### src/rtl/gpio_pad_sequencer.sv
// GPIO bank controller: break-before-make direction turnaround on the pad controls,
// plus a synchronised, glitch-filtered view of the pad inputs for core logic.
//
//   state | meaning
//   IDLE  | directions applied; configs accepted, pad_o updated on each accept
//   GAP   | changing pads held with oe=ie=0 until the new direction is enabled
module gpio_pad_sequencer #(
    parameter int WIDTH       = 8,
    parameter int TURN_CYCLES = 2,
    parameter int FILT_CYCLES = 3
) (
    input  logic             clock,
    input  logic             reset_n,
    input  logic             cfg_valid,
    output logic             cfg_ready,
    input  logic [WIDTH-1:0] cfg_dir,
    input  logic [WIDTH-1:0] cfg_out,
    output logic [WIDTH-1:0] pad_o,
    output logic [WIDTH-1:0] pad_oe,
    output logic [WIDTH-1:0] pad_ie,
    input  logic [WIDTH-1:0] pad_i,
    output logic [WIDTH-1:0] dir,
    output logic [WIDTH-1:0] in_data,
    output logic [WIDTH-1:0] in_change,
    output logic             busy
);

    localparam int CW = (TURN_CYCLES > 1) ? $clog2(TURN_CYCLES) : 1;
    localparam int FW = (FILT_CYCLES > 1) ? $clog2(FILT_CYCLES) : 1;
    localparam logic [CW-1:0] CNT_INIT  = CW'(TURN_CYCLES - 1);
    localparam logic [FW-1:0] FCNT_LAST = FW'(FILT_CYCLES - 1);

    typedef enum logic {
        IDLE = 1'b0,
        GAP  = 1'b1
    } state_t;

    state_t           state;
    logic [WIDTH-1:0] pending;
    logic [CW-1:0]    cnt;
    logic [WIDTH-1:0] chg;

    assign chg = cfg_dir ^ dir;

    always_ff @(posedge clock or negedge reset_n) begin
        if (!reset_n) begin
            state     <= IDLE;
            dir       <= '0;
            pending   <= '0;
            cnt       <= '0;
            pad_oe    <= '0;
            pad_ie    <= '1;
            pad_o     <= '0;
            busy      <= 1'b0;
            cfg_ready <= 1'b0;
        end else begin
            case (state)
                IDLE: begin
                    cfg_ready <= 1'b1;
                    if (cfg_valid && cfg_ready) begin
                        pad_o <= cfg_out;
                        if (chg != '0) begin
                            // only the changing pads are cut; the rest keep driving/receiving
                            pad_oe    <= pad_oe & ~chg;
                            pad_ie    <= pad_ie & ~chg;
                            pending   <= cfg_dir;
                            cnt       <= CNT_INIT;
                            cfg_ready <= 1'b0;
                            busy      <= 1'b1;
                            state     <= GAP;
                        end
                    end
                end
                GAP: begin
                    if (cnt != '0) begin
                        cnt <= cnt - CW'(1);
                    end else begin
                        dir       <= pending;
                        pad_oe    <= pending;
                        pad_ie    <= ~pending;
                        busy      <= 1'b0;
                        cfg_ready <= 1'b1;
                        state     <= IDLE;
                    end
                end
                default: state <= IDLE;
            endcase
        end
    end

    logic [WIDTH-1:0] s1;
    logic [WIDTH-1:0] s2;
    logic [FW-1:0]    fcnt [WIDTH];

    always_ff @(posedge clock or negedge reset_n) begin
        if (!reset_n) begin
            s1        <= '0;
            s2        <= '0;
            in_data   <= '0;
            in_change <= '0;
            for (int k = 0; k < WIDTH; k++) fcnt[k] <= '0;
        end else begin
            s1        <= pad_i;
            s2        <= s1;
            in_change <= '0;
            for (int k = 0; k < WIDTH; k++) begin
                if (s2[k] != in_data[k]) begin
                    if (fcnt[k] == FCNT_LAST) begin
                        in_data[k]   <= s2[k];
                        in_change[k] <= 1'b1;
                        fcnt[k]      <= '0;
                    end else begin
                        fcnt[k] <= fcnt[k] + FW'(1);
                    end
                end else begin
                    fcnt[k] <= '0;
                end
            end
        end
    end

endmodule
### config.mk
export PLATFORM = sky130hd
export DESIGN_NAME = gpio_pad_sequencer
export DESIGN_NICKNAME = d
export VERILOG_FILES = /design/src/rtl/gpio_pad_sequencer.sv
export SDC_FILE = /design/constraint.sdc
export NUM_CORES = 1
export LEC_CHECK = 0
export ABC_AREA = 1
export BUFFER_PORTS_ARGS = -buffer_cell sky130_fd_sc_hd__buf_4
export CORE_ASPECT_RATIO = 0.6
export CORE_MARGIN = 2
export CORE_UTILIZATION = 50
export CTS_CLUSTER_DIAMETER = 150
export DETAILED_ROUTE_END_ITERATION = 7
export GPL_TIMING_DRIVEN = 0
export HOLD_SLACK_MARGIN = 0.12
export PLACE_DENSITY = 0.8
export SLEW_MARGIN = 20
export SYNTH_ARGS = -nofsm -noshare
export SYNTH_HDL_FRONTEND = slang
export SYNTH_SLANG_ARGS = --single-unit
### constraint.sdc
create_clock -name clock -period 1.7 [get_ports clock]
set_clock_uncertainty 0.1 [all_clocks]
set_input_delay 0.34 -clock clock [delete_from_list [all_inputs] [get_ports clock]]
set_output_delay 0.34 -clock clock [all_outputs]
set_load 0.005 [all_outputs]
Word-level counts from Yosys, hierarchy flattened. Cells that the tools add are included.

Reductions and logical operators: 15. Bitwise logic cells: 7. Add/subtract/negate cells: 9. Equal/unequal tests: 19. Multiplexer cells: 54.

Operators with widths (number): $mux 8 (6); $mux 2 (16); $pmux 8 s2 (2); $mux 1 (26); $reduce_and 2->1 (11); $add 2x1->2 const B (8); $and 8x8->8 (2); $eq 2x2->1 const B (8); $not 8->8 (2); $ne 1x1->1 (8); $pmux 1 s2 (4); $reduce_bool 8->1 (1); $xor 8x8->8 (1); $ne 2x2->1 const B (3); $reduce_and 3->1 (2); $not 1->1 (2); $logic_and 1x1->1 (1); $sub 1x1->1 const B (1).

Word-level logic and storage cells: 132. Input port bits: 27. Flip-flop bits (word level): 92. Output and inout port bits: 50.

Depth between registers and ports, before layout.
Depth after elaboration: 6. Depth in mapped cells: 11. Depth with buffers taken out: 10.

Worst setup path before layout. OpenSTA, ideal clock, no wires.

Path type: register -> register. Start: register dir[1]. End: register pad_oe[6]. Period minus slack after synthesis: 1.407 ns. Slack: 0.293 ns. Buffers on the path: 1. Setup time: 0.117 ns. Arrival: 1.190 ns. Data required time: 1.483 ns. Stages on the path, launching flop included: 12. Cells stage by stage: dfrtp_1 inv_1 nand2_1 nand2_2 nand2_1 nor2_2 nand2_2 nand2_4 nand2_4 buf_6 nand2_1 nand2_1.

Cells in the longest elaborated chain, start to end: 4.

Ends and longest elaborated chain: start, declared (line 22) `output logic [WIDTH-1:0] dir,`; start signal, assigned (line 78) `dir <= pending;`; $xor 8x8->8 (line 43) `assign chg = cfg_dir ^ dir;`; $reduce_bool 8->1 (line 62) `if (chg != '0) begin`; $ne 2x2->1 (no line); $reduce_and 3->1 (no line); end signal, assigned (line 64) `pad_oe <= pad_oe & ~chg;`; end signal, assigned (line 79) `pad_oe <= pending;`; end, declared (line 19) `output logic [WIDTH-1:0] pad_oe,`.

No other way between the ends. A chain may end at the register's enable or synchronous reset.

Worst setup path in the final report.
Start: register dir[6]. End: register pad_ie[2].

Cells in the longest elaborated chain, start to end: 4.

Ends and longest elaborated chain: $xor 8x8->8 (line 43); $reduce_bool 8->1 (line 62); $ne 2x2->1 (no line); $reduce_and 3->1 (no line); end signal, assigned (line 65) `pad_ie <= pad_ie & ~chg;`; end signal, assigned (line 80) `pad_ie <= ~pending;`; end, declared (line 20) `output logic [WIDTH-1:0] pad_ie,`.

No other way between the ends.

==> results.cfg <==
[worst_setup_path]
critPathLaunch = dir[6]$_DFFE_PN0P_
r2r_start = dir[6]$_DFFE_PN0P_
r2r_cells = 10
rr_endpoint = pad_ie[2]$_DFFE_PN1P_
crit_path_end_kind = flip-flop
arrival_ns = 1.82
r2r_slack_ns = 0.06
critPathLaunchType = flip-flop
endpoint = pad_ie[2]$_DFFE_PN1P_
critPathMaxFanout = 10
worst-setup-path-type = flip-flop to flip-flop
required_ns = 1.88

[cells_and_area]
post-route-util_pct = 69.19
antenna_cells = 0
drive_gt1_share_pct = 28.34
synthToLayoutAreaGrowth_pct = 35.85
layout.cells.non_filler = 592
nets = 523

[grt]
grt_pass1_wl_um = 14220
grt_usage_pct = 23.29
grt_pass1_vias = 2987
antenna_found_initial = 0
grt_start_max_net_pins = 93
overflow = 0

[logic_synthesis]
netlist_instances = 383
synth.cell_area_sq_um = 3640
ys_ff_latch = 92
syn_nets = 410
avgSynthCellArea_sq_um = 9.503
ys_warn_count = 0
seq_area_frac_synth_pct = 63.53
ys_types = 23

[route]
routed_wl_um = 8732
wl_per_cell_um = 14.75
drtIter0Drc = 184
num_vias = 3054
antenna_left = 0
firstDrtPassIters = 5
drc = 0
vias_per_cell = 5.159

[floorplanning]
die_y_um = 70.09
die_area_sq_um = 8000
die_w_um = 114.1
core_region_area_sq_um = 7147
initial_utilization_pct = 50.93
ios = 77
row_count = 24

[power_and_ir_drop]
powerDensity_nw_per_um2 = 1783
clkPwrFrac_pct = 23.4
p_int_mw = 5.708
p_seq_share_pct = 40.7
switchingPower_mw = 3.110
power.static_leakage_nw = 2.625
peakVddDrop_mv = 0.9235
combinationalPowerShare_pct = 35.8
p_sw_share_pct = 35.27

[placed_design]
hpwl_um = 5602
dp.cells = 550
place.gp.congestion = 0.8182
port_buffers = 76
preCtsSetupSlack_ns = -0.007894

[sta]
period_needed_ns = 1.637
setup_viol = 0
slew_violations = 0
timing.slew.headroom_pct = 44.34
min_period_over_period_pct = 96.28
max_freq_mhz = 611.0
worst_pin_slew_ns = 0.8348
setup_ws_ns = 0.06323
finalHoldViolCount = 0
holdWs_ns = 0.1561

[flow_run]
maxCapViolCount = 0

[clock_tree]
cts.sinks = 92
clockBufferDepth = 2
clk_latency_ns = 0.34
htree_levels = 3
cts.clk_slew.worst_paths_ns = 0.06
clock-root-buffer = clkbuf_16
numCtsBuffers = 9
cts_tree = built

[hold_path]
hold_path.class = input port to flip-flop

[status]
status = finished, final reports clean
power by group through the flow:
stage | logic [mW] | registers [mW] | clock network [mW]
floorplan | 1.56 | 3.52 | 0
global placement | 2.69 | 3.54 | 0
detailed placement | 2.82 | 3.59 | 0
CTS | 2.87 | 3.57 | 2.10
global route | 3.54 | 3.68 | 2.20
finish | 3.16 | 3.59 | 2.07
state kept, by name, summed over array words and instances (netlist names):
signal     cells
pad_o          8
in_data        8
s2             8
pad_ie         8
s1             8
state          1
busy           1
cnt            1
fcnt          16
pending        8
cfg_ready      1
in_change      8
dir            8
pad_oe         8
cells in the mapped netlist:
library cell    n  area, sq um
xnor2_1         1        8.760
inv_4           2        12.51
dfrtp_1        84         2102
inv_2           7        26.28
buf_4           1        7.510
dfstp_2         8        210.2
nand2_2         5        31.28
xor2_1          7        61.31
clkbuf_1        4        15.01
nand3_1        39        195.2
o21ai_1         4        20.02
o21ai_0        22        110.1
nor2_2          2        12.51
nand3_4         1        17.52
inv_1          33        123.9
nand2_4         2        22.52
buf_2           1        5.000
buf_6           3        33.78
nor3_1         16        80.08
nor2_1          1        3.750
mux2_2          1        11.26
nor2_4          1        11.26
nand2_1       138        518.0
critical path, stage by stage (launching register included):
cell     delay [ns]
dfrtp_1        0.41
inv_1          0.08
nand2_1        0.06
nand2_2        0.10
nand2_2        0.07
nor2_4         0.13
nand2_2        0.09
nand2_4        0.14
buf_4          0.20
nand3_1        0.10
nand2_1        0.09
final cells by class:
cell class / count / area [sq um]
clock buffers: 13 / 270.3
fillers: 534 / 2202
clock inverters: 3 / 43.79
inverters: 42 / 162.7
well taps: 91 / 113.9
repair buffers: 101 / 834.6
flip-flops and latches: 92 / 2312
multi-input cells: 241 / 1142
plain buffers: 9 / 65.06
metrics by stage:
stage / area [sq um] / total power [mW] / setup TNS [ns]
2_1_floorplan: 3640 / 5.081 / 0
3_3_place_gp: 4324 / 6.232 / 0
3_5_place_dp: 4324 / 6.407 / -0.007894
4_1_cts: 4798 / 8.541 / 0
5_1_grt: 4945 / 9.429 / -0.06357
6_report: 4945 / 8.818 / 0
worst min path at each step:
stage / from / endpoint / slack, ns / cells past startpoint
2_1_floorplan: reset_n / busy$_DFFE_PN0P_ / -0.06 / 0
3_3_place_gp: s1[3]$_DFF_PN0_ / s2[3]$_DFF_PN0_ / 0.23 / 0
3_5_place_dp: s1[3]$_DFF_PN0_ / s2[3]$_DFF_PN0_ / 0.23 / 0
4_1_cts: cfg_dir[1] / pending[1]$_DFFE_PN0P_ / 0.15 / 3
5_1_grt: cfg_dir[1] / pending[1]$_DFFE_PN0P_ / 0.16 / 3
6_report: cfg_dir[1] / pending[1]$_DFFE_PN0P_ / 0.16 / 3
timing repair:
action,in CTS,in global routing
buffers inserted,0,7
hold buffers,16,1
hold endpoints to repair,16,84
endpoints found under the setup margin,0,14
resized for setup,0,11
routing by layer:
layer	vias to the layer above	wire, um	GRT usage [%]
met5	-	0	0
met4	0	151	6.911
met3	22	723	8.160
met2	126	4056	36.57
met1	1479	3801	30.89
li1	1427	-	-
layout by cell type, fill, tap and decap left out:
cell type | synthesis | final
nand2_1 | 138 | 132
dfrtp_1 | 84 | 84
buf_4 | 1 | 82
nand3_1 | 39 | 39
inv_1 | 33 | 32
o21ai_0 | 22 | 22
dlygate4sd3_1 | 0 | 17
nor3_1 | 16 | 16
nand2_2 | 5 | 12
clkbuf_16 | 0 | 10
inv_2 | 7 | 8
dfstp_2 | 8 | 8
xor2_1 | 7 | 7
clkbuf_1 | 4 | 5
buf_6 | 3 | 3
o21ai_1 | 4 | 3
clkbuf_8 | 0 | 3
inv_4 | 2 | 2
nor2_4 | 1 | 2
xnor2_1 | 1 | 1
nor2_1 | 1 | 1
nor2_2 | 2 | 1
nand3_4 | 1 | 1
nand2_4 | 2 | 1
mux2_2 | 1 | 1
nand2_8 | 0 | 1
buf_8 | 0 | 1
buf_2 | 1 | 1
o21ai_2 | 0 | 1
bufinv_16 | 0 | 1
clkinv_4 | 0 | 1
clkinv_2 | 0 | 1
buf_12 | 0 | 1
logic make-up (layout without fill, tap and decap cells):
kind of cell | Yosys count | count (layout) | share of synthesized area, %
AOI/OAI and AO/OA | 26 | 26 | 3.575
buffers and inverters | 51 | 168 | 6.153
DFF | 92 | 92 | 63.53
and+or+nand+nor | 205 | 206 | 24.51
xor gates and xnor gates | 8 | 8 | 1.925
muxes | 1 | 1 | 0.3094
Note: power is estimated with default switching activity, not from simulation.
